==> config.mk <==
export PLATFORM = sky130hd
export DESIGN_NAME = sha256_msg_schedule
export DESIGN_NICKNAME = d
export VERILOG_FILES = /design/src/rtl/sha256_msg_schedule.sv
export SDC_FILE = /design/constraint.sdc
export NUM_CORES = 1
export LEC_CHECK = 0
export BUFFER_PORTS_ARGS = -buffer_cell sky130_fd_sc_hd__buf_2
export CORE_ASPECT_RATIO = 0.75
export CORE_MARGIN = 3
export CORE_UTILIZATION = 45
export DETAILED_ROUTE_END_ITERATION = 8
export HOLD_SLACK_MARGIN = 0.02
export PLACE_DENSITY = 0.61
export SETUP_SLACK_MARGIN = 0.1
export SKIP_LAST_GASP = 1
export SLEW_MARGIN = 20
export SYNTH_ARGS = -nofsm -noshare
export SYNTH_HDL_FRONTEND = slang
export SYNTH_SLANG_ARGS = --single-unit
==> constraint.sdc <==
create_clock -name clk -period 4.5 [get_ports clk]
set_input_delay 1.35 -clock clk [delete_from_list [all_inputs] [get_ports clk]]
set_output_delay 1.35 -clock clk [all_outputs]
set_load 0.02 [all_outputs]
==> src/rtl/sha256_msg_schedule.sv <==
// SHA-256 message schedule: loads one 512-bit block as 16 words and
// streams ROUNDS (W_t, K_t, t) tuples to the round datapath.
//
// Ports:
//   clk, rst_n                  clock, synchronous active-low reset
//   in_valid/in_ready/in_word   message word input handshake
//   out_valid/out_ready         tuple output handshake
//   out_w, out_k, out_t         W_t, K_t and round index t
//   out_last                    tuple with t == ROUNDS-1
//   block_done                  pulse the cycle after the last tuple
module sha256_msg_schedule #(
    parameter int ROUNDS     = 64,
    parameter bit SWAP_BYTES = 1'b0
) (
    input  logic        clk,
    input  logic        rst_n,
    input  logic        in_valid,
    output logic        in_ready,
    input  logic [31:0] in_word,
    output logic        out_valid,
    input  logic        out_ready,
    output logic [31:0] out_w,
    output logic [31:0] out_k,
    output logic [5:0]  out_t,
    output logic        out_last,
    output logic        block_done
);

    typedef enum logic {
        LOAD,
        EMIT
    } state_t;

    localparam logic [5:0] LAST_T = 6'(ROUNDS - 1);

    localparam logic [31:0] K_TAB [0:63] = '{
        32'h428a2f98, 32'h71374491, 32'hb5c0fbcf, 32'he9b5dba5,
        32'h3956c25b, 32'h59f111f1, 32'h923f82a4, 32'hab1c5ed5,
        32'hd807aa98, 32'h12835b01, 32'h243185be, 32'h550c7dc3,
        32'h72be5d74, 32'h80deb1fe, 32'h9bdc06a7, 32'hc19bf174,
        32'he49b69c1, 32'hefbe4786, 32'h0fc19dc6, 32'h240ca1cc,
        32'h2de92c6f, 32'h4a7484aa, 32'h5cb0a9dc, 32'h76f988da,
        32'h983e5152, 32'ha831c66d, 32'hb00327c8, 32'hbf597fc7,
        32'hc6e00bf3, 32'hd5a79147, 32'h06ca6351, 32'h14292967,
        32'h27b70a85, 32'h2e1b2138, 32'h4d2c6dfc, 32'h53380d13,
        32'h650a7354, 32'h766a0abb, 32'h81c2c92e, 32'h92722c85,
        32'ha2bfe8a1, 32'ha81a664b, 32'hc24b8b70, 32'hc76c51a3,
        32'hd192e819, 32'hd6990624, 32'hf40e3585, 32'h106aa070,
        32'h19a4c116, 32'h1e376c08, 32'h2748774c, 32'h34b0bcb5,
        32'h391c0cb3, 32'h4ed8aa4a, 32'h5b9cca4f, 32'h682e6ff3,
        32'h748f82ee, 32'h78a5636f, 32'h84c87814, 32'h8cc70208,
        32'h90befffa, 32'ha4506ceb, 32'hbef9a3f7, 32'hc67178f2
    };

    function automatic logic [31:0] rotr(input logic [31:0] x,
                                         input int n);
        return (x >> n) | (x << (32 - n));
    endfunction

    function automatic logic [31:0] sig0(input logic [31:0] x);
        return rotr(x, 7) ^ rotr(x, 18) ^ (x >> 3);
    endfunction

    function automatic logic [31:0] sig1(input logic [31:0] x);
        return rotr(x, 17) ^ rotr(x, 19) ^ (x >> 10);
    endfunction

    state_t      state;
    logic [3:0]  cnt;
    logic [5:0]  t;
    logic [31:0] win [16];
    logic        done_q;

    logic        in_hs;
    logic        out_hs;
    logic [31:0] word_in;
    logic [31:0] w_next;

    assign in_hs  = in_valid && (state == LOAD);
    assign out_hs = out_ready && (state == EMIT);

    assign word_in = SWAP_BYTES
        ? {in_word[7:0], in_word[15:8], in_word[23:16], in_word[31:24]}
        : in_word;

    // Next schedule word from the 16-word window (window[0] = W_t).
    assign w_next = sig1(win[14]) + win[9] + sig0(win[1]) + win[0];

    always_ff @(posedge clk) begin
        if (!rst_n) begin
            state  <= LOAD;
            cnt    <= 4'd0;
            t      <= 6'd0;
            done_q <= 1'b0;
        end else begin
            done_q <= 1'b0;
            unique case (state)
                LOAD: begin
                    if (in_hs) begin
                        cnt <= cnt + 4'd1;
                        if (cnt == 4'd15) begin
                            state <= EMIT;
                            t     <= 6'd0;
                        end
                    end
                end
                EMIT: begin
                    if (out_hs) begin
                        if (t == LAST_T) begin
                            state  <= LOAD;
                            cnt    <= 4'd0;
                            t      <= 6'd0;
                            done_q <= 1'b1;
                        end else begin
                            t <= t + 6'd1;
                        end
                    end
                end
            endcase
        end
    end

    // Window contents are don't-care after reset, so no reset here.
    always_ff @(posedge clk) begin
        if (in_hs) begin
            win[cnt] <= word_in;
        end else if (out_hs && (t != LAST_T)) begin
            for (int i = 0; i < 15; i++) begin
                win[i] <= win[i + 1];
            end
            win[15] <= w_next;
        end
    end

    // All outputs decode from registered state only, so they stay
    // stable through output stalls.
    assign in_ready   = (state == LOAD);
    assign out_valid  = (state == EMIT);
    assign out_w      = out_valid ? win[0] : 32'd0;
    assign out_k      = out_valid ? K_TAB[t] : 32'd0;
    assign out_t      = out_valid ? t : 6'd0;
    assign out_last   = out_valid && (t == LAST_T);
    assign block_done = done_q;

endmodule

==> metrics.csv, run 1 <==
stage,metric,value,unit
finish,final_cell_mix,"sky130_fd_sc_hd__edfxtp_1 (512), sky130_fd_sc_hd__a21o_1 (507), sky130_fd_sc_hd__buf_4 (177)",
timing,worst_hold_margin,0.513,ns
yosys,synth.avg_cell_area,11.6,um2
timing,rsz0062_at_grt,true,
timing,setup_viol,0,
drt,detailroute.via_count,20500,
timing,maxSlewHeadroom,33.4,%
yosys,mappedNetlistNets,2591,
power,worst_ir_drop_vdd,0.262,mV
timing,min_period,4.41,ns
clock_tree,ctsHtreeMaxLevel,2,
critical_path,worst_ep_arrival_time,4.77,ns
finish,design_area,0.0328,mm2
yosys,synth_top_family_by_area,compound AO/OA/AOI/OAI gates,
grt,grt_most_used_layer,met1,
die,ports_placed_on_the_boundary,110,
placed_design,post_dp_cell_area,0.0305,mm2
grt,antenna_found_initial,7,
placed_design,final_estimated_routing_congestion_in_global_placement,0.996,
die,floorplan.core_area,0.0622,mm2
critical_path,required,4.86,ns
yosys,seq_area_frac_synth,55.0,%
clock_tree,worst_skew_pair.late_latency,0.61,ns
clock_tree,cts-hold-fix-buffers,0,
clock_tree,root_buffer,sky130_fd_sc_hd__clkbuf_16,
finish,layout_commonest_cell,sky130_fd_sc_hd__edfxtp_1,
yosys,synth_enable_flop_cells,512,
yosys,synthSimpleGateAreaFrac,6.70,%
die,design.die.area,0.0661,mm2
power,p_clk_share,37.0,%
yosys,async_reset_ff_share,0,%
critical_path,path_max_fanout,6,
grt,grt_start_max_net_pins,142,
power,seq_power_share,46.6,%
die,fp.dieH,223,um
die,floorplan.die.width,296,um
finish,layout_net_count,2730,
placed_design,dp_cells,3311,
power,p_sw_share,26.4,%
drt,route.final.wire_length,94.2,mm
yosys,yosys_register_bits,524,
power,internal_power,8610,uW
timing,finalHoldViolCount,0,
power,comb_power_share,16.4,%
critical_path,setup.worst_path.class,reg2reg,
die,start_util,45.6,%
clock_tree,numClockSinks,524,
placed_design,detail_placement_hpwl,67.2,mm
clock_tree,tritoncts,built,
placed_design,port_buffers,109,
drt,routed_wire_length_per_instance,27.5,um
drt,ant_nets,0,
power,power_density,356,mW/mm2
critical_path,reg2reg_depth,14,
yosys,netlist.top_cell.by_area,sky130_fd_sc_hd__edfxtp_1,
drt,detail_route.first_pass.iterations,7,
yosys,syn-instance-count,2440,
timing,fmaxAchievable,227,MHz
grt,grt_pass1_vias,19400,
timing,worst_slew_pin_slew,0.999,ns
drt,drt_drc_violations_left,0,
yosys,post_synth_xor_area_fraction,4.60,%
grt,grt_first_pass_wirelength,135,mm
timing,setup_tns,0,ns
critical_path,crit_path_end_kind,flop,
finish,areaGrowthSynthToFinish,15.7,%
die,fp-row-count,79,
timing,timing_max_transition_violations_final,0,
finish,final_cells,3428,
power,fin_total_pwr,11700,uW
yosys,ys_warn_count,0,
yosys,synth_fa_ha_area_share,6.71,%
critical_path,critical_path.reg2reg.startpoint,win[14][23],
clock_tree,clock_tree.buffer_depth,3,
grt,global_routing_usage_on_met1,45.1,%
clock_tree,clock_input_transition_at_the_sequential_cells_of_the_worst_setup_and_hold_paths,0.06,ns
power,power_leakage,0.0143,uW
yosys,synth_ff_type,sky130_fd_sc_hd__edfxtp_1,
critical_path,crit_end,win[15][31],
critical_path,critical_path.reg2reg.endpoint,win[15][31],
drt,post_detailed_route_via_to_cell_ratio,5.99,
grt,grt_usage,28.1,%
critical_path,setup.worst_path.start_class,flop,
yosys,synth_compound_area_share,21.3,%
power,total_switching_power,3080,uW
grt,gr-usage-met2,37.7,%
yosys,proportion_of_synthesized_area_in_mux_cells,0.340,%
critical_path,timing.reg2reg.setup_slack,0.09,ns
yosys,syn-cell-area,0.0284,mm2
flow_run,cap_viol_max_count,0,
critical_path,crit_start,win[14][23],
yosys,ys_types,76,
drt,drt_iter0_markers,2499,
timing,final.period_utilization,98.0,%
clock_tree,cts_inserted_buffers,51,
grt,use_met3,7.38,%
timing,timing.clock.skew,0.0308,ns
min_path,holdCritPathClass,reg2reg,
yosys,yosys.area.top_type_share,54.2,%
yosys,ys_top_cells_by_area,"sky130_fd_sc_hd__edfxtp_1 (54%), sky130_fd_sc_hd__a21o_1 (13%), sky130_fd_sc_hd__fa_1 (4.4%)",
finish,n_antenna_cell,0,
status,outcome,completed,
grt,globalRouteOverflowTotal,0,
finish,drive_above_1_share,18.6,%
cell usage after synthesis, drive strengths merged, types with 40 or more instances:
cell type,n
a21oi,99
fa,62
a21o,507
a211oi,40
buf,63
edfxtp,512
inv,154
clkbuf,147
nor2,149
ha,53
nand2,144
o21ai,83
xnor2,123
through the flow:
step | utilization [%] | setup slack [ns]
after floorplan | - | -0.0211
after global placement | 49.1 | -0.0876
after detailed placement | 49.1 | -0.0577
after CTS | 52.0 | -0.0267
after global routing | 52.8 | -0.0575
final | 52.8 | 0.0907
worst max-delay path: stages (launching register included):
cell and delay, ns:
sky130_fd_sc_hd__edfxtp_1 0.49, sky130_fd_sc_hd__buf_4 0.20, sky130_fd_sc_hd__xnor2_1 0.13, sky130_fd_sc_hd__buf_4 0.14, sky130_fd_sc_hd__xnor2_1 0.22, sky130_fd_sc_hd__fa_1 0.48
sky130_fd_sc_hd__fa_1 0.49, sky130_fd_sc_hd__ha_2 0.43, sky130_fd_sc_hd__o2111ai_2 0.12, sky130_fd_sc_hd__a21o_1 0.21, sky130_fd_sc_hd__a2111o_1 0.46, sky130_fd_sc_hd__nand4_1 0.13
sky130_fd_sc_hd__a31oi_2 0.12, sky130_fd_sc_hd__o2111a_1 0.28, sky130_fd_sc_hd__a211o_1 0.26
cell families after synthesis:
logic type | after synthesis
AND/OR/NAND/NOR | 427
flip-flops | 524
adder cells (fa/ha/maj) | 115
XOR/XNOR | 149
buffers and inverters | 367
AO/OA/AOI/OAI | 851
multiplexers | 7
power groups by stage:
stage / logic (uW) / registers, uW / clock network [uW]
2_1_floorplan: 1200 / 5550 / 0
3_3_place_gp: 1720 / 5550 / 0
3_5_place_dp: 1720 / 5550 / 0
4_1_cts: 1760 / 5450 / 4410
5_1_grt: 2080 / 5450 / 4570
6_report: 1910 / 5450 / 4330
state kept, by name (all words and copies together) (netlist names):
register / flops
win: 512
block_done: 1
t: 6
cnt: 4
out_valid: 1
worst min path at each step:
stage / to / from / slack (ns) / cells after the start
4_1_cts: win[10][13] / win[11][13] / 0.50 / 1
3_5_place_dp: win[9][25] / win[10][25] / 0.50 / 1
6_report: win[5][11] / win[6][11] / 0.51 / 1
5_1_grt: win[11][15] / win[12][15] / 0.52 / 1
2_1_floorplan: win[10][30] / win[11][30] / 0.49 / 2
3_3_place_gp: win[10][18] / win[11][18] / 0.50 / 1
cell type report:
type	instances	area, um2
Inverter	157	598
Tap cell	810	1010
Clock inverter	34	324
Clock buffer	58	1320
Timing Repair Buffer	296	2110
Fill cell	5456	29400
Sequential cell	524	15600
Multi-Input combinational cell	1549	11800
what timing repair did:
item,CTS,global route
resized for setup,22,74
cloned,0,1
pin swaps,11,28
endpoints found under the setup margin,27,39
endpoints found under the hold margin,0,0
setup buffers,5,19
routing by layer:
| metal | vias up | wire length [um] |
|---|---|---|
| met4 | 0 | 1830 |
| li1 | 9046 | - |
| met3 | 123 | 10100 |
| met1 | 10400 | 44300 |
| met5 | - | 0 |
| met2 | 928 | 38000 |
Power figures use the tool's default switching activity.
==> inputs of run 2 (changes only) <==
CELL_PAD_IN_SITES_DETAIL_PLACEMENT = 2   (was not set)
CELL_PAD_IN_SITES_GLOBAL_PLACEMENT = 2   (was not set)
CORE_UTILIZATION = 39   (was 45)
CTS_BUF_LIST = sky130_fd_sc_hd__clkbuf_8 sky130_fd_sc_hd__clkbuf_16   (was not set)
PLACE_DENSITY = 0.75   (was 0.61)
==> run 2 against run 1 <==
Effect of this change:
- the flow now finishes with violations (negative setup slack)
- non-clock buffer count is 13 higher
- die area rose by 15%
- routed wire length up 29%
- sequential power about the same
- register-to-register slack worse by 0.32 ns
- setup slack worse by 0.32 ns
- clock-buffer cell count down 4
- final area is 2.4% higher
==> metrics.csv, run 2 (same netlist as run 1, synthesis figures left out) <==
stage,metric,value,unit,change
status,outcome,"finished, violations left",,
status,violations,negative setup slack,,
drt,detailroute.via_count,21700,,+5.9%
drt,ant_nets,0,,unchanged
timing,worst_slew_pin_slew,1.07,ns,+0.0674 ns
clock_tree,numClockSinks,524,,unchanged
flow_run,cap_viol_max_count,0,,unchanged
clock_tree,clock_tree.buffer_depth,3,,unchanged
power,seq_power_share,44.2,%,-2.4 points
finish,largest-register,win,,
drt,route.final.wire_length,122,mm,+29%
timing,fmaxAchievable,212,MHz,-6.7%
clock_tree,root_buffer,sky130_fd_sc_hd__clkbuf_16,,
finish,n_antenna_cell,0,,unchanged
power,p_sw_share,28.7,%,+2.3 points
clock_tree,tritoncts,built,,
die,start_util,39.9,%,-5.7 points
power,comb_power_share,18.3,%,+1.9 points
placed_design,detail_placement_hpwl,85.8,mm,+28%
grt,grt_first_pass_wirelength,171,mm,+26%
timing,min_period,4.73,ns,+0.318 ns
critical_path,path_max_fanout,3,,-3
power,p_clk_share,37.5,%,+0.5 points
die,floorplan.core_area,0.0710,mm2,+14%
die,floorplan.die.width,317,um,+7.3%
power,total_switching_power,3540,uW,+15%
die,ports_placed_on_the_boundary,110,,unchanged
power,fin_total_pwr,12300,uW,+5.5%
clock_tree,clock_input_transition_at_the_sequential_cells_of_the_worst_setup_and_hold_paths,0.07,ns,about the same
grt,antenna_found_initial,7,,unchanged
timing,setup_viol,5,,+5
timing,post-route-worst-setup-slack,-0.227,ns,-0.318 ns
clock_tree,worst_skew_pair.late_latency,0.67,ns,+0.06 ns
grt,globalRouteOverflowTotal,0,,unchanged
finish,largest_reg_flops,512,,unchanged
finish,layout_net_count,2746,,+0.59%
drt,routed_wire_length_per_instance,33.9,um,+24%
clock_tree,ctsHtreeMaxLevel,2,,unchanged
power,power_leakage,0.0145,uW,+1.4%
die,fp.dieH,240,um,+7.2%
drt,drt_iter0_markers,2505,,+0.24%
timing,rsz0062_at_grt,true,,
clock_tree,cts-hold-fix-buffers,0,,unchanged
placed_design,final_estimated_routing_congestion_in_global_placement,0.977,,-2.0%
critical_path,crit_path_end_kind,flop,,
drt,drt_drc_violations_left,0,,unchanged
finish,top_regs,"win (512), t (6), cnt (4)",,
critical_path,worst_ep_arrival_time,5.10,ns,+0.33 ns
clock_tree,cts_inserted_buffers,54,,+5.9%
finish,final_cells,3585,,+4.6%
min_path,holdCritPathClass,reg2reg,,
critical_path,setup.worst_path.start_class,flop,,
power,worst_ir_drop_vdd,0.301,mV,+15%
timing,timing.clock.skew,0.0537,ns,+0.0229 ns
die,design.die.area,0.0760,mm2,+15%
finish,final_cell_mix,"sky130_fd_sc_hd__edfxtp_1 (512), sky130_fd_sc_hd__a21o_1 (507), sky130_fd_sc_hd__buf_4 (188)",,
power,internal_power,8800,uW,+2.2%
finish,drive_above_1_share,21.1,%,+2.5 points
critical_path,required,4.88,ns,+0.02 ns
drt,post_detailed_route_via_to_cell_ratio,6.06,,+1.3%
finish,layout_commonest_cell,sky130_fd_sc_hd__edfxtp_1,,
timing,finalHoldViolCount,0,,unchanged
drt,detail_route.first_pass.iterations,5,,-2
timing,final.period_utilization,105,%,+7.1 points
timing,timing_max_transition_violations_final,0,,unchanged
placed_design,dp_cells,3447,,+4.1%
critical_path,setup.worst_path.class,reg2reg,,
finish,areaGrowthSynthToFinish,18.4,%,
grt,grt_usage,31.1,%,+2.9 points
timing,maxSlewHeadroom,28.6,%,-4.8 points
grt,grt_start_max_net_pins,181,,+27%
placed_design,port_buffers,109,,unchanged
grt,grt_pass1_vias,22600,,+16%
power,power_density,367,mW/mm2,+3.1%
die,fp-row-count,84,,+6.3%
-- run 2: cell types whose count changed in the layout (fill, tap and decap cells not counted), moves of 5 or more --
cell and delta:
sky130_fd_sc_hd__ha_4 +5, sky130_fd_sc_hd__clkbuf_1 -5, sky130_fd_sc_hd__clkinvlp_4 +6, sky130_fd_sc_hd__buf_4 +11, sky130_fd_sc_hd__xnor2_1 -9, sky130_fd_sc_hd__nor2_2 +5
sky130_fd_sc_hd__nor2_1 -8, sky130_fd_sc_hd__a21oi_2 +7, sky130_fd_sc_hd__buf_6 +6, sky130_fd_sc_hd__xnor2_2 +7, sky130_fd_sc_hd__a21oi_1 -9
-- run 2: worst paths after layout --
| check | from | to | slack (ns) | cells past startpoint |
|---|---|---|---|---|
| worst max-delay path | win[14][20] | win[15][27] | -0.23 | 18 |
| worst min-delay path | win[15][3] | win[14][3] | 0.51 | 1 |
| worst max register to register | win[14][20] | win[15][27] | -0.23 | 18 |
| worst min register to register | win[15][3] | win[14][3] | 0.51 | 1 |
-- run 2: power by group through the flow --
stage	clock network [uW]	logic (uW)	registers, uW
4_1_cts	4690	2040	5450
2_1_floorplan	0	1200	5550
3_3_place_gp	0	1790	5550
6_report	4630	2260	5450
5_1_grt	4870	2410	5450
3_5_place_dp	0	1890	5560
-- run 2: repair_timing --
| item | CTS | global route |
|---|---|---|
| pin swaps | 34 | 27 |
| resized for setup | 80 | 101 |
| setup buffers | 17 | 21 |
| setup endpoints to repair | 49 | 42 |
-- run 2: layout make-up --
type                    instances  area, um2
fillers                      7037      37500
flip-flops and latches        524      15600
multi-input cells            1549      12200
repair buffers                309       2180
clock buffers                  54       1350
well taps                     946       1180
inverters                     157        594
clock inverters                46        417
-- run 2: worst max-delay path, stage by stage, from the launching register on --
cell and delay (ns):
sky130_fd_sc_hd__edfxtp_1 0.46, sky130_fd_sc_hd__xnor2_2 0.19, sky130_fd_sc_hd__xnor2_2 0.16, sky130_fd_sc_hd__fa_1 0.52
sky130_fd_sc_hd__inv_2 0.06, sky130_fd_sc_hd__fa_1 0.52, sky130_fd_sc_hd__inv_2 0.10, sky130_fd_sc_hd__ha_4 0.14
sky130_fd_sc_hd__inv_2 0.04, sky130_fd_sc_hd__fa_2 0.34, sky130_fd_sc_hd__and2b_2 0.27, sky130_fd_sc_hd__o2111ai_4 0.14
sky130_fd_sc_hd__a21o_1 0.23, sky130_fd_sc_hd__a2111o_1 0.49, sky130_fd_sc_hd__nand4_1 0.15, sky130_fd_sc_hd__a31oi_2 0.12
sky130_fd_sc_hd__buf_4 0.18, sky130_fd_sc_hd__xnor2_1 0.12, sky130_fd_sc_hd__a21o_1 0.20
-- run 2: through the flow --
step | area [um2] | setup TNS (ns) | setup WS [ns] | hold slack [ns] | util (%)
CTS | 32900 | -1.41 | -0.337 | 0.499 | 46.3
finish | 33600 | -0.934 | -0.227 | 0.507 | 47.3
detailed placement | 30700 | -1.95 | -0.326 | 0.507 | 43.2
global route | 33600 | -1.30 | -0.272 | 0.530 | 47.3
floorplan | 28400 | -2.03 | -0.0211 | 0.492 | -
global placement | 30700 | -0.639 | -0.154 | 0.497 | 43.2
-- run 2: metal layers --
layer	track usage [%]	part of all wire (%)	vias to the layer above
met5	0.432	0.027	-
li1	-	-	9050
met2	46.7	44	982
met4	7.15	2.3	4
met1	43.9	43	11500
met3	9.86	10	164
==> inputs of run 3 (changes only) <==
PLACE_DENSITY = not set   (was 0.75)
PLACE_DENSITY_LB_ADDON = 0.08   (was not set)
==> run 3 against run 2 <==
Effect of this change:
- the run still ends with negative setup slack left
- fmax increased by 0.24%
- combinational power about the same
- highest routed layer unchanged
- critical endpoint is now win[15][31]
- via count decreased by 1.6%
- non-clock buffer count increased by 19
- power decreased by 0.12%
- setup slack improved by 0.012 ns
- critical path depth decreased by 1
==> metrics.csv, run 3 (same netlist as run 1, synthesis figures left out) <==
stage,metric,value,unit,change
finish,final_core_utilization,47.4,%,+0.16 points
clock_tree,clock_tree.buffer_depth,3,,unchanged
finish,final_cells,3610,,+0.70%
power,power_leakage,0.0146,uW,+0.73%
status,violations,negative setup slack,,
finish,final_cell_mix,"sky130_fd_sc_hd__edfxtp_1 (512), sky130_fd_sc_hd__a21o_1 (507), sky130_fd_sc_hd__buf_4 (188)",,
critical_path,critical_path.reg2reg.endpoint,win[15][31],,
placed_design,final_estimated_routing_congestion_in_global_placement,0.917,,-6.1%
timing,rsz0062_at_grt,true,,
drt,post_detailed_route_via_to_cell_ratio,5.92,,-2.3%
finish,largest-register,win,,
critical_path,crit_path_end_kind,flop,,
finish,top_regs,"win (512), t (6), cnt (4)",,
grt,antenna_found_initial,7,,unchanged
clock_tree,clock_input_transition_at_the_sequential_cells_of_the_worst_setup_and_hold_paths,0.06,ns,about the same
finish,layout_commonest_cell,sky130_fd_sc_hd__edfxtp_1,,
finish,drive_above_1_share,20.5,%,-0.65 points
timing,worst_slew_pin_slew,0.992,ns,-0.0747 ns
clock_tree,ctsHtreeMaxLevel,2,,unchanged
critical_path,reg2reg_depth,17,,-1
finish,design_area,0.0337,mm2,+0.34%
finish,layout_net_count,2766,,+0.73%
die,design.die.area,0.0760,mm2,unchanged
critical_path,setup.worst_path.start_class,flop,,
timing,min_period,4.72,ns,-0.0115 ns
status,outcome,"finished, violations left",,
critical_path,setup.worst_path.class,reg2reg,,
clock_tree,worst_skew_pair.late_latency,0.65,ns,-0.02 ns
timing,timing_max_transition_violations_final,0,,unchanged
clock_tree,numClockSinks,524,,unchanged
finish,largest_reg_flops,512,,unchanged
grt,grt_usage,30.6,%,-0.49 points
placed_design,dp_cells,3474,,+0.78%
drt,detail_route.first_pass.iterations,5,,unchanged
timing,worst_hold_margin,0.506,ns,-0.000209 ns
critical_path,path_max_fanout,4,,+1
critical_path,worst_ep_arrival_time,5.08,ns,-0.02 ns
power,fin_total_pwr,12300,uW,-0.12%
clock_tree,cts_inserted_buffers,55,,+1.9%
timing,finalHoldViolCount,0,,unchanged
critical_path,timing.reg2reg.setup_slack,-0.22,ns,about the same
die,floorplan.core_area,0.0710,mm2,unchanged
timing,post-route-worst-setup-slack,-0.216,ns,+0.0115 ns
grt,grt_first_pass_wirelength,167,mm,-1.9%
placed_design,post_dp_cell_area,0.0310,mm2,+1.1%
min_path,hold_path.startpoint,win[10][22],,
critical_path,required,4.86,ns,-0.02 ns
grt,globalRouteOverflowTotal,0,,unchanged
flow_run,cap_viol_max_count,0,,unchanged
drt,drt_drc_violations_left,0,,unchanged
critical_path,critical_path.reg2reg.startpoint,win[1][8],,
min_path,holdCritPathClass,reg2reg,,
die,floorplan.die.width,317,um,unchanged
timing,final.period_utilization,105,%,-0.26 points
placed_design,detail_placement_hpwl,84.9,mm,-0.97%
finish,areaGrowthSynthToFinish,18.8,%,
finish,fillCellCount,7080,,+0.61%
timing,maxSlewHeadroom,33.9,%,+5.2 points
die,fp.dieH,240,um,unchanged
die,start_util,39.9,%,unchanged
clock_tree,root_buffer,sky130_fd_sc_hd__clkbuf_16,,
clock_tree,tritoncts,built,,
grt,grt_pass1_vias,22400,,-0.67%
die,ports_placed_on_the_boundary,110,,unchanged
timing,setup_viol,8,,+3
placed_design,port_buffers,109,,unchanged
min_path,min_delay_worst_endpoint,win[9][22],,
timing,fmaxAchievable,212,MHz,+0.24%
drt,route.final.wire_length,119,mm,-2.0%
power,power_density,366,mW/mm2,-0.46%
min_path,hold-path-cell-count,1,,unchanged
drt,routed_wire_length_per_instance,33.0,um,-2.7%
drt,ant_nets,0,,unchanged
grt,grt_start_max_net_pins,139,,-23%
drt,drt_iter0_markers,2267,,-9.5%
clock_tree,cts-hold-fix-buffers,0,,unchanged
die,fp-row-count,84,,unchanged
timing,timing.clock.skew,0.0459,ns,-0.00776 ns
drt,detailroute.via_count,21400,,-1.6%
power,worst_ir_drop_vdd,0.292,mV,-2.7%
==> run 3: cell types whose count changed in the layout (fill, tap and decap cells not counted), sizes merged <==
cell	change
buf	+17
clkbuf	+6
clkinv	-6
clkinvlp	-1
diode	+5
inv	+4
==> run 3: cell type report <==
cell class              instances  area (um2)  area share [%]
inverters                     157         597            1.77
flip-flops and latches        524       15600            46.3
diodes                          5        12.5          0.0371
clock inverters                43         385            1.14
repair buffers                328        2510            7.45
multi-input cells            1549       12000            35.5
clock buffers                  58        1420            4.21
well taps                     946        1180            3.51
==> run 3: report_power, final <==
part	switching (uW)	internal [uW]
clock	2060	2580
sequential	39.4	5410
combinational	1350	887
==> run 3: worst max-delay path: stages (launching register included) <==
cell	delay [ns]
sky130_fd_sc_hd__edfxtp_1	0.47
sky130_fd_sc_hd__xnor2_2	0.28
sky130_fd_sc_hd__xnor2_2	0.12
sky130_fd_sc_hd__fa_1	0.53
sky130_fd_sc_hd__inv_2	0.05
sky130_fd_sc_hd__fa_1	0.44
sky130_fd_sc_hd__inv_1	0.08
sky130_fd_sc_hd__ha_2	0.18
sky130_fd_sc_hd__inv_2	0.05
sky130_fd_sc_hd__fa_2	0.40
sky130_fd_sc_hd__and2b_1	0.25
sky130_fd_sc_hd__o2111ai_2	0.16
sky130_fd_sc_hd__a21o_1	0.24
sky130_fd_sc_hd__a2111o_1	0.49
sky130_fd_sc_hd__nand4_1	0.14
sky130_fd_sc_hd__a31oi_2	0.11
sky130_fd_sc_hd__o2111a_1	0.25
sky130_fd_sc_hd__a211o_1	0.23
==> run 3: worst max path at each step <==
| stage | slack [ns] | end | cells after the start | startpoint |
|---|---|---|---|---|
| after detailed placement | -0.37 | win[15][24] | 16 | win[1][9] |
| after CTS | -0.23 | win[15][31] | 17 | win[1][19] |
| after global routing | -0.31 | win[15][25] | 17 | win[1][19] |
| after floorplan | -0.02 | win[15][0] | 4 | in_valid |
| after global placement | -0.23 | win[15][24] | 17 | win[14][19] |
| final | -0.22 | win[15][31] | 17 | win[1][8] |
==> run 3: metrics by stage <==
step / setup TNS [ns] / setup WS, ns
4_1_cts: -1.04 / -0.232
5_1_grt: -2.20 / -0.313
3_5_place_dp: -2.28 / -0.373
6_report: -1.17 / -0.216
3_3_place_gp: -1.35 / -0.226
2_1_floorplan: -2.03 / -0.0211
==> run 3: what timing repair did <==
action	in CTS	in global routing
buffers inserted	13	16
pin swaps	27	30
resized for setup	68	79
cloned	0	1
setup endpoints to repair	46	46
==> run 3: per-layer routing <==
metal  share of wire, %  GRT usage (%)  wire length, um
met4                1.9           6.44             2210
met3                9.7           9.60            11600
met1                 46           44.8            55000
met2                 42           44.4            50300
met5              0.024              0               29
